### config.mk
export PLATFORM = sky130hd
export DESIGN_NAME = nibble_serial_subtractor
export DESIGN_NICKNAME = d
export VERILOG_FILES = /design/src/rtl/alu_pkg.sv /design/src/rtl/cla4_slice.sv /design/src/rtl/nibble_serial_subtractor.sv
export SDC_FILE = /design/constraint.sdc
export NUM_CORES = 1
export LEC_CHECK = 0
export ABC_AREA = 1
export CORE_MARGIN = 2
export CORE_UTILIZATION = 39
export CTS_CLUSTER_DIAMETER = 40
export CTS_CLUSTER_SIZE = 10
export DETAILED_ROUTE_END_ITERATION = 16
export HOLD_SLACK_MARGIN = 0.1
export PLACE_DENSITY = 0.64
export SYNTH_ARGS = -nofsm -noshare
export SYNTH_HDL_FRONTEND = slang
export SYNTH_SLANG_ARGS = --single-unit
export TNS_END_PERCENT = 50
### constraint.sdc
create_clock -name Clk -period 3.2 [get_ports Clk]
set_clock_uncertainty 0.1 [all_clocks]
set_input_delay 0.32 -clock Clk [delete_from_list [all_inputs] [get_ports Clk]]
set_output_delay 0.32 -clock Clk [all_outputs]
set_load 0.01 [all_outputs]
### src/rtl/alu_pkg.sv
// Shared types and constants for the ALU-side arithmetic helpers.
package alu_pkg;

    typedef enum logic [1:0] {IDLE, RUN, DONE} sub_state_t;

    localparam int CHUNK = 4;

    typedef logic [2:0] nzp_t;
    localparam nzp_t NZP_N = 3'b100;
    localparam nzp_t NZP_Z = 3'b010;
    localparam nzp_t NZP_P = 3'b001;

endpackage

### src/rtl/cla4_slice.sv
// 4-bit carry-lookahead adder slice. Purely combinational.
// Group propagate/generate are exported so a wider adder can chain slices.
module cla4_slice (
    input  logic [3:0] a,
    input  logic [3:0] b,
    input  logic       cin,
    output logic [3:0] s,
    output logic       cout,
    output logic       pg,
    output logic       gg
);

    logic [3:0] g;
    logic [3:0] p;
    logic [4:0] c;

    // Every carry is formed directly from the g/p terms; no ripple path.
    always_comb begin
        g    = a & b;
        p    = a ^ b;
        c[0] = cin;
        c[1] = g[0] | (p[0] & cin);
        c[2] = g[1] | (p[1] & g[0]) | (p[1] & p[0] & cin);
        c[3] = g[2] | (p[2] & g[1]) | (p[2] & p[1] & g[0])
             | (p[2] & p[1] & p[0] & cin);
        gg   = g[3] | (p[3] & g[2]) | (p[3] & p[2] & g[1])
             | (p[3] & p[2] & p[1] & g[0]);
        pg   = &p;
        c[4] = gg | (pg & cin);
        s    = p ^ c[3:0];
        cout = c[4];
    end

endmodule

### src/rtl/nibble_serial_subtractor.sv
// Multi-cycle subtractor: D = A - B computed as A + ~B + 1, one nibble per
// clock LSB first, with borrow, signed-overflow and NZP flags.
module nibble_serial_subtractor
    import alu_pkg::*;
#(
    parameter int WIDTH = 16
) (
    input  logic             Clk,
    input  logic             Reset_n,
    input  logic             in_valid,
    output logic             in_ready,
    input  logic [WIDTH-1:0] A,
    input  logic [WIDTH-1:0] B,
    output logic             out_valid,
    input  logic             out_ready,
    output logic [WIDTH-1:0] D,
    output logic             borrow,
    output logic             overflow,
    output nzp_t             nzp
);

    localparam int NSTEPS = WIDTH / CHUNK;
    localparam int SW     = (NSTEPS > 1) ? $clog2(NSTEPS) : 1;
    localparam logic [SW-1:0] LAST_STEP = SW'(NSTEPS - 1);

    sub_state_t       state_q, state_d;
    logic [SW-1:0]    step_q, step_d;
    logic             carry_q, carry_d;
    logic [WIDTH-1:0] a_q, a_d;
    logic [WIDTH-1:0] bn_q, bn_d;
    logic [WIDTH-1:0] d_q, d_d;
    logic             borrow_q, borrow_d;
    logic             ovf_q, ovf_d;
    nzp_t             nzp_q, nzp_d;
    logic             out_valid_q, out_valid_d;

    logic [CHUNK-1:0] sum_nib;
    logic             slice_cout;
    logic             slice_pg;
    logic             slice_gg;
    logic [WIDTH-1:0] d_fin;
    logic             accept;
    logic             last_step;

    cla4_slice u_slice (
        .a   (a_q[step_q*CHUNK +: CHUNK]),
        .b   (bn_q[step_q*CHUNK +: CHUNK]),
        .cin (carry_q),
        .s   (sum_nib),
        .cout(slice_cout),
        .pg  (slice_pg),
        .gg  (slice_gg)
    );

    assign accept    = in_valid && in_ready;
    assign last_step = (step_q == LAST_STEP);

    // State register; reset aborts any operation in flight.
    always_ff @(posedge Clk or negedge Reset_n) begin
        if (!Reset_n) state_q <= IDLE;
        else          state_q <= state_d;
    end

    // Next-state logic.
    always_comb begin
        state_d = state_q;
        case (state_q)
            IDLE:    if (accept)                 state_d = RUN;
            RUN:     if (last_step)              state_d = DONE;
            DONE:    if (out_valid_q && out_ready) state_d = IDLE;
            default:                             state_d = IDLE;
        endcase
    end

    // FSM outputs: operands are only taken while idle.
    always_comb begin
        in_ready = (state_q == IDLE);
    end

    // Datapath next values: operand latch, nibble step, flags on the last step.
    always_comb begin
        a_d         = a_q;
        bn_d        = bn_q;
        d_d         = d_q;
        step_d      = step_q;
        carry_d     = carry_q;
        borrow_d    = borrow_q;
        ovf_d       = ovf_q;
        nzp_d       = nzp_q;
        out_valid_d = out_valid_q;
        d_fin       = d_q;
        d_fin[step_q*CHUNK +: CHUNK] = sum_nib;
        case (state_q)
            IDLE: begin
                if (accept) begin
                    a_d     = A;
                    bn_d    = ~B;
                    d_d     = '0;
                    step_d  = '0;
                    carry_d = 1'b1;
                end
            end
            RUN: begin
                d_d     = d_fin;
                step_d  = step_q + SW'(1);
                // Lookahead form of the slice carry-out.
                carry_d = slice_gg | (slice_pg & carry_q);
                if (last_step) begin
                    borrow_d    = ~slice_cout;
                    // Operand signs differ (a vs ~b equal) and result sign flipped.
                    ovf_d       = (a_q[WIDTH-1] == bn_q[WIDTH-1]) &&
                                  (d_fin[WIDTH-1] != a_q[WIDTH-1]);
                    if (d_fin[WIDTH-1])   nzp_d = NZP_N;
                    else if (d_fin == '0) nzp_d = NZP_Z;
                    else                  nzp_d = NZP_P;
                    out_valid_d = 1'b1;
                end
            end
            DONE: begin
                if (out_valid_q && out_ready) out_valid_d = 1'b0;
            end
            default: ;
        endcase
    end

    // Datapath registers.
    always_ff @(posedge Clk or negedge Reset_n) begin
        if (!Reset_n) begin
            a_q         <= '0;
            bn_q        <= '0;
            d_q         <= '0;
            step_q      <= '0;
            carry_q     <= 1'b0;
            borrow_q    <= 1'b0;
            ovf_q       <= 1'b0;
            nzp_q       <= '0;
            out_valid_q <= 1'b0;
        end else begin
            a_q         <= a_d;
            bn_q        <= bn_d;
            d_q         <= d_d;
            step_q      <= step_d;
            carry_q     <= carry_d;
            borrow_q    <= borrow_d;
            ovf_q       <= ovf_d;
            nzp_q       <= nzp_d;
            out_valid_q <= out_valid_d;
        end
    end

    assign D         = d_q;
    assign borrow    = borrow_q;
    assign overflow  = ovf_q;
    assign nzp       = nzp_q;
    assign out_valid = out_valid_q;

endmodule

==> results.md, run 1 <==
- Final Critical Period: a little under 3 ns
- GRT overflow: 0
- Vias in the first global route: about 2500
- Setup TNS: 0 ns
- FILL cells: around 720
- Crit. End Element: flop
- Final wirelength: 6.866 mm
- Max-slew violation count: 0
- CTS sink cnt: 59
- RSZ-0062 raised after global routing: no
- Buffers on Ports: 58
- Die Ht: 91.84 um
- Nets: between 400 and 500
- Setup bufs post-CTS: 0
- Final cycle utilization of the critical path: 90.17%
- Gate Count Post-Synth: 349
- Root Buffer: clkbuf_8
- Clock-pin slew on the worst setup and hold paths: around 0.070 ns
- Maximum vdd drop: ~520 uV
- Final antenna-violating net count: 0
- FF+latch count, synth: 59
- # Max-Cap Violations: 0
- Synthesized area per cell: 8.622 sq um
- Full die area: roughly 8400 sq um
- Fmax: 0.3466 GHz
- Initial antenna violation count: 0
- CP max FO: 22
- CP bufs+invs: 1
- Routed WL per cell: roughly 13 um
- Initial Util: 39.56%
- Least-Margin Pin Slew: between 0.6 and 0.7 ns
- Total number of vias: ~2500
- Dpl cells: about 500
- Worst path cell trace: inv_4 > o21ai_0 > o22ai_1 > fa_1 > nand3_1 > nor2_1 > nor2_1 > nand2_1 > nor2_1 > nand2_1 > nor2_1 > nand3_1 > nor2_2 > nand2_1 > nand2_1 > nand2_1
- Antenna diode count: 0
- DR DRC count: 0
- Clock insertion delay at the later pin of the skew report: about 0.34 ns
- LEAKAGE: 1.849 nW
- Worst slew margin relative to its limit: between 50% and 60%
- Area Overhead vs Synth: 30.89%
- Synth Net Count: 397
- Iter 0 DRT Violations: 119
- FP Rows: 32
- Power Density: about 1200 nW/um^2
- I/O pins: around 60
- Ys Warns: 0
- Sequential cell area: approximately 1500 sq um
- Critical path class: reg2reg
- Vias/cell: just under 5
- Yosys cell types: 30
- Slowest CP cell: fa_1
- Register area share after synthesis: between 40% and 50%
- DR pass1 iterations: 4
- Gpl congestion: approximately 0.9
- Non-Filler Instances: 518
- Post-Syn Area: 3009 sq um
- Crit start category: flop
- CP top delay family: simple AND/OR/NAND/NOR gates
- CTS tree: built
- Max H-tree Level: 3
- Global Route Usage Sum: about 18%
- Num CTS Buffers: 9
- Crit-path max cell delay: between 0.5 and 0.6 ns
- Die W: between 90 and 100 um
- Hold crit path type: reg2reg
- Critical path arrival: roughly 3.0 ns
- CP most frequent cell: nand2_1
- Fraction of layout cells with a size suffix above 1: a little under an eighth
- Largest net degree at the start of global routing: 50
- Core region area: between 7000 and 8000 sq um
- Worst hold slack: between 0.3 and 0.4 ns
- Buffer levels on the longest clock path: 2
- Endpoints failing setup: 0
- Final HPWL DP: slightly above 5 mm
- Final hold vios: 0
- First-pass GRT wire length: between 10 and 15 mm
- Final WS setup: 0.3145 ns
- Outcome: finished clean
- Multi-input logic area: 1340 sq um
- Place WS: around 0.27 ns
- Req. time, crit path: ~3.3 ns
synthesized netlist by cell type (all sizes together):
cell type	number	area share, %
o21ai	41	6.9
buf	8	1.5
dfrtp	59	49
ha	11	4.6
inv	33	4.1
fa	1	0.67
nand2	73	9.4
clkinv	1	0.12
clkbuf	5	0.62
a21oi	3	0.62
or2	3	0.62
o22a	1	0.29
xor2	1	0.29
a21o	1	0.25
nor2	49	6.3
nand3	14	2.3
a22o	3	0.87
mux2	16	6.0
o21bai	1	0.25
o22ai	18	3.7
a31oi	1	0.21
nand4	6	1.2
stage by stage:
step	util, %	cell area, sq um	total power [W]
floorplan	-	3009	0.003194
global placement	48.44	3685	0.003927
detailed placement	48.44	3685	0.003964
CTS	51.74	3936	0.004820
global route	51.78	3939	0.005225
finish	51.78	3939	0.004791
report_power, final:
group | internal (W) | leakage [nW] | switching [W]
Sequential | 0.00110 | 0.744 | 0.000230
Combinational | 0.00108 | 0.982 | 0.00155
Clock | 0.000536 | 0.123 | 0.000298
Total | 0.00271 | 1.85 | 0.00208
state kept, by name (all words and copies together), names as in the netlist:
register / flops
a_q: 16
overflow: 1
carry_q: 1
D: 16
bn_q: 16
state_q: 2
nzp: 3
out_valid: 1
step_q: 2
borrow: 1
area by class of cell:
cell class / instances / share of cell area (%)
multi-input combinational: 243 / 34.02
timing repair buffer: 64 / 15.82
inverter: 34 / 3.304
clock inverter: 5 / 2.541
tap: 102 / 3.240
clock buffer: 11 / 3.590
sequential: 59 / 37.48
layer usage:
layer	vias up	share of wire, %	global-route usage, %
li1	1283	-	-
met1	1169	46	22.87
met2	79	47	27.76
met3	14	5.4	4.766
met4	0	2.2	7.338
met5	-	0	0
cells by family after synthesis:
| family | count (synthesis) | synth area share (%) |
|---|---|---|
| AO/OA/AOI/OAI | 69 | 13.18 |
| XOR/XNOR | 1 | 0.2911 |
| adder cells (fa/ha/maj) | 12 | 5.239 |
| buffers and inverters | 47 | 6.403 |
| flip-flops | 59 | 49.06 |
| multiplexers | 16 | 5.987 |
| AND/OR/NAND/NOR | 145 | 19.83 |
final timing paths:
| path | start | slack, ns | to | depth (start not counted) |
|---|---|---|---|---|
| worst max register to register | step_q[0]$_DFFE_PN0P_ | 0.31 | nzp[0]$_DFFE_PN0P_ | 16 |
| max in group asynchronous | Reset_n | 1.74 | bn_q[14]$_DFFE_PN0P_ | 3 |
| worst min register to register | overflow$_DFFE_PN0P_ | 0.38 | overflow$_DFFE_PN0P_ | 2 |
| worst max-delay path | step_q[0]$_DFFE_PN0P_ | 0.31 | nzp[0]$_DFFE_PN0P_ | 16 |
| min in group asynchronous | Reset_n | 0.43 | D[2]$_DFFE_PN0P_ | 2 |
| worst min-delay path | overflow$_DFFE_PN0P_ | 0.38 | overflow$_DFFE_PN0P_ | 2 |
repair_timing:
action | 4_1_cts | 5_1_grt
gates resized for setup | 0 | 2
hold buffers | 1 | 0
hold endpoints to repair | 28 | 0
setup endpoints to repair | 0 | 1
worst register-to-register path, cell delays in order (launching register included):
cell and delay, ns:
dfrtp_1 0.49, inv_4 0.23, o21ai_0 0.11, o22ai_1 0.31, fa_1 0.52, nand3_1 0.13, nor2_1 0.05, nor2_1 0.13
nand2_1 0.07, nor2_1 0.08, nand2_1 0.05, nor2_1 0.09, nand3_1 0.12, nor2_2 0.13, nand2_1 0.06, nand2_1 0.06
nand2_1 0.05
cells in the final DEF (no fill, tap or decap), drive strengths merged, types with 3 or more instances in the layout:
cell / instances
a22o: 3
dfrtp: 59
o21ai: 41
inv: 33
nand2: 73
nand3: 14
ha: 11
nor2: 49
nand4: 6
mux2: 16
o22ai: 18
buf: 6
clkbuf: 11
a21oi: 3
bufinv: 3
clkinv: 3
or2: 3
clkdlybuf4s50: 57
No activity file was read; power rests on OpenSTA's default activity.
==> run 2, diff against run 1 <==
- SYNTH_HIERARCHICAL: default -> 1
==> run 2 against run 1 <==
Sequential power about the same; sequential share of layout area down 0.19 points; critical endpoint unchanged; final cell count up 5.4%; power down 0.52%; global-route usage up 0.11 points; register-to-register slack worse by 0.05 ns; largest power group unchanged; count of clock-buffer cells in the layout down 1; setup slack worse by 0.049 ns.
==> results.md, run 2 <==
- Crit start category: flop
- Vias/cell: 4.927 (+0.28%)
- Buffer levels on the longest clock path: 2 (unchanged)
- Critical path class: reg2reg
- Initial antenna violation count: 0 (unchanged)
- Fmax: 0.3408 GHz (-1.7%)
- Core region area: 7647 sq um (+0.53%)
- Buffers on Ports: 58 (unchanged)
- Worst reg2reg path endpoint: nzp[0]$_DFFE_PN0P_
- Final Critical Period: 2.935 ns (+0.04914 ns)
- Max H-tree Level: 3 (unchanged)
- CTS tree: built
- Yosys top cell area share: 48.32% (-0.74 points)
- Power Density: 1204 nW/um^2 (-1.0%)
- Final hold vios: 0 (unchanged)
- Clock insertion delay at the later pin of the skew report: 0.34 ns (about the same)
- Multi-input logic area: 1396 sq um (+4.2%)
- Synth Net Count: 423 (+6.5%)
- Number of synthesized flops with an enable pin: 0 (unchanged)
- RR Startpoint: step_q[0]$_DFFE_PN0P_
- Yosys cell types: 29 (-3.3%)
- LEAKAGE: 1.928 nW (+4.3%)
- Post-DP Area: 3722 sq um (+1.0%)
- First-pass GRT wire length: 11.82 mm (+1.3%)
- Worst path cell trace: buf_4 > o21ai_0 > o22ai_1 > ha_1 > or2_0 > nand2_1 > nand3_1 > nand2_1 > nand3_1 > o21ai_2 > nor2_1 > nand2_1 > nor2_2 > nand2_1 > nand2_1 > nand2_1
- Layout Utilization: 51.77% (about the same)
- Post-Syn Area: 3055 sq um (+1.5%)
- Main area contributors after synthesis: dfrtp_1, nand2_1, o21ai_0
- Ys Warns: 6 (+6)
- Root Buffer: clkbuf_8
- Iter 0 DRT Violations: 111 (-6.7%)
- Clock-pin slew on the worst setup and hold paths: 0.06 ns (about the same)
- Initial Util: 39.95% (+0.40 points)
- CP max FO: 14 (-36%)
- Global Route Usage Sum: 17.68% (+0.11 points)
- Routed WL per cell: 13.15 um (-0.76%)
- RSZ-0062 raised after global routing: no
- CP most frequent cell: nand2_1
- Least-Margin Pin Slew: 0.9110 ns (+0.2900 ns)
- Req. time, crit path: 3.38 ns (+0.05 ns)
- I/O pins: 59 (unchanged)
- Worst Hold End: a_q[5]$_DFFE_PN0P_
- Ys async rst share: 100.0% (unchanged)
- Gpl congestion: 0.7955 (-14%)
- Max-slew violation count: 0 (unchanged)
- # Max-Cap Violations: 0 (unchanged)
- FF+latch count, synth: 59 (unchanged)
- Outcome: finished clean
- Critical path arrival: 3.11 ns (+0.09 ns)
- Endpoints failing setup: 0 (unchanged)
- FILL cells: 755 (+5.3%)
- DR pass1 iterations: 4 (unchanged)
- Synth area leader: dfrtp_1
- Worst Reg-to-Reg Cells: 16 (unchanged)
- Vias in the first global route: 2550 (+1.4%)
- Post-Layout Inst Area: 3959 sq um (+0.51%)
- Nets: 486 (+5.9%)
- Setup TNS: 0 ns (unchanged)
- FP Rows: 32 (unchanged)
- Total number of vias: 2690 (+5.7%)
- Leading cell type by number of instances after synthesis: nand2_1
- Final cycle utilization of the critical path: 91.71% (+1.5 points)
- Final HPWL DP: 5.318 mm (+5.6%)
- GRT overflow: 0 (unchanged)
- Sequential cell area: 1476 sq um (unchanged)
- Most common library cells after synthesis: nand2_1, dfrtp_1, o21ai_0, nor2_1, inv_1
- Hold Path Cell Cnt: 2 (unchanged)
- Num CTS Buffers: 9 (unchanged)
- Antenna diode count: 0 (unchanged)
- # resized after CTS: 0 (unchanged)
- R2r setup slk: 0.27 ns (-0.05 ns)
- Synthesized area per cell: 8.126 sq um (-5.8%)
- Hold crit path type: reg2reg
- Die W: 92.51 um (+0.73%)
- Final wirelength: 7.182 mm (+4.6%)
- Most common cell after layout, fill and taps aside: nand2_1
- Full die area: 8558 sq um (+1.5%)
- Primary FF master, synth: dfrtp_1
- Largest net degree at the start of global routing: 50 (unchanged)
- Crit. End Element: flop
- Worst slew margin relative to its limit: 39.27% (-19 points)
- Register area share after synthesis: 48.32% (-0.74 points)
- Fraction of layout cells with a size suffix above 1: 9.459% (-2.1 points)
- HP Start: a_q[5]$_DFFE_PN0P_
- CTS sink cnt: 59 (unchanged)
- Crit-path max cell delay: 0.51 ns (about the same)
- Die Ht: 92.51 um (+0.73%)
- Final antenna-violating net count: 0 (unchanged)
- Commonest cells after routing, fill and taps aside: nand2_1, dfrtp_1, clkdlybuf4s50_1
- Slowest CP cell: dfrtp_1
- Area Overhead vs Synth: 29.57%
- Gate Count Post-Synth: 376 (+7.7%)
- DR DRC count: 0 (unchanged)
- Maximum vdd drop: 474.4 uV (-8.3%)
[run 2: changes by cell type in the layout (fill, tap and decap cells not counted), moves of 4 or more]
cell	previous run	this run
a22o_1	3	15
nand2_1	70	125
nor2_1	47	33
o22ai_1	18	9
o21ai_1	1	11
nand4_1	6	1
mux2_2	16	0
o21ai_0	39	35
nor2_2	2	7
inv_1	31	21
[run 2: worst max path at each step]
stage,end,cells after the start,slack (ns),from
6_report,nzp[0]$_DFFE_PN0P_,16,0.27,step_q[0]$_DFFE_PN0P_
5_1_grt,nzp[0]$_DFFE_PN0P_,17,0.05,step_q[0]$_DFFE_PN0P_
4_1_cts,nzp[0]$_DFFE_PN0P_,16,0.30,step_q[0]$_DFFE_PN0P_
3_5_place_dp,nzp[0]$_DFFE_PN0P_,16,0.33,step_q[0]$_DFFE_PN0P_
3_3_place_gp,nzp[1]$_DFFE_PN0P_,15,0.39,step_q[0]$_DFFE_PN0P_
2_1_floorplan,nzp[0]$_DFFE_PN0P_,22,0.56,step_q[0]$_DFFE_PN0P_
[run 2: per-stage QoR]
stage | std cells | setup WS, ns | hold WS [ns] | total power (W)
after floorplan | 376 | 0.5570 | -0.07559 | 0.003228
after global placement | 529 | 0.3855 | 0.3661 | 0.003958
after detailed placement | 529 | 0.3298 | 0.3649 | 0.004007
after CTS | 546 | 0.2975 | 0.3821 | 0.004794
after global routing | 546 | 0.05054 | 0.4119 | 0.005182
final | 546 | 0.2653 | 0.3781 | 0.004767
[run 2: layer usage]
layer	GRT usage [%]	routed length [um]	up-vias
met4	9.328	144	0
li1	-	-	1366
met5	0	0	-
met3	3.662	329	11
met2	27.86	3434	87
met1	22.90	3273	1226
[run 2: layout make-up]
| type | instances | area share, % |
|---|---|---|
| inverters | 28 | 2.750 |
| clock inverters | 6 | 2.244 |
| flip-flops and latches | 59 | 37.29 |
| repair buffers | 64 | 15.74 |
| clock buffers | 10 | 3.477 |
| well taps | 102 | 3.224 |
| multi-input cells | 277 | 35.27 |
[run 2: cell families (layout without fill, tap and decap cells)]
| logic type | Yosys count | in the layout | share of synthesized area, % |
|---|---|---|---|
| simple gates | 190 | 190 | 25.96 |
| compound gates | 75 | 75 | 14.70 |
| flops | 59 | 59 | 48.32 |
| buf+inv | 40 | 108 | 5.978 |
| fa+ha+maj | 11 | 11 | 4.750 |
| xor+xnor | 1 | 1 | 0.2867 |
[run 2: power breakdown]
part	total (W)	switching, W	internal, W	leakage (nW)
registers	0.00133	0.000248	0.00108	0.753
clock network	0.000770	0.000311	0.000459	0.108
logic	0.00267	0.00162	0.00105	1.07
[run 2: critical path, delay by kind of cell (launching register included)]
family | cells | cell delay (ns)
fa+ha+maj | 1 | 0.33
buf+inv | 1 | 0.25
compound gates | 3 | 0.64
simple gates | 11 | 1.03
flops | 1 | 0.51
[run 2: what timing repair did]
item,CTS,global route
setup buffers,0,0
hold buffers,1,0
endpoints found under the hold margin,41,0
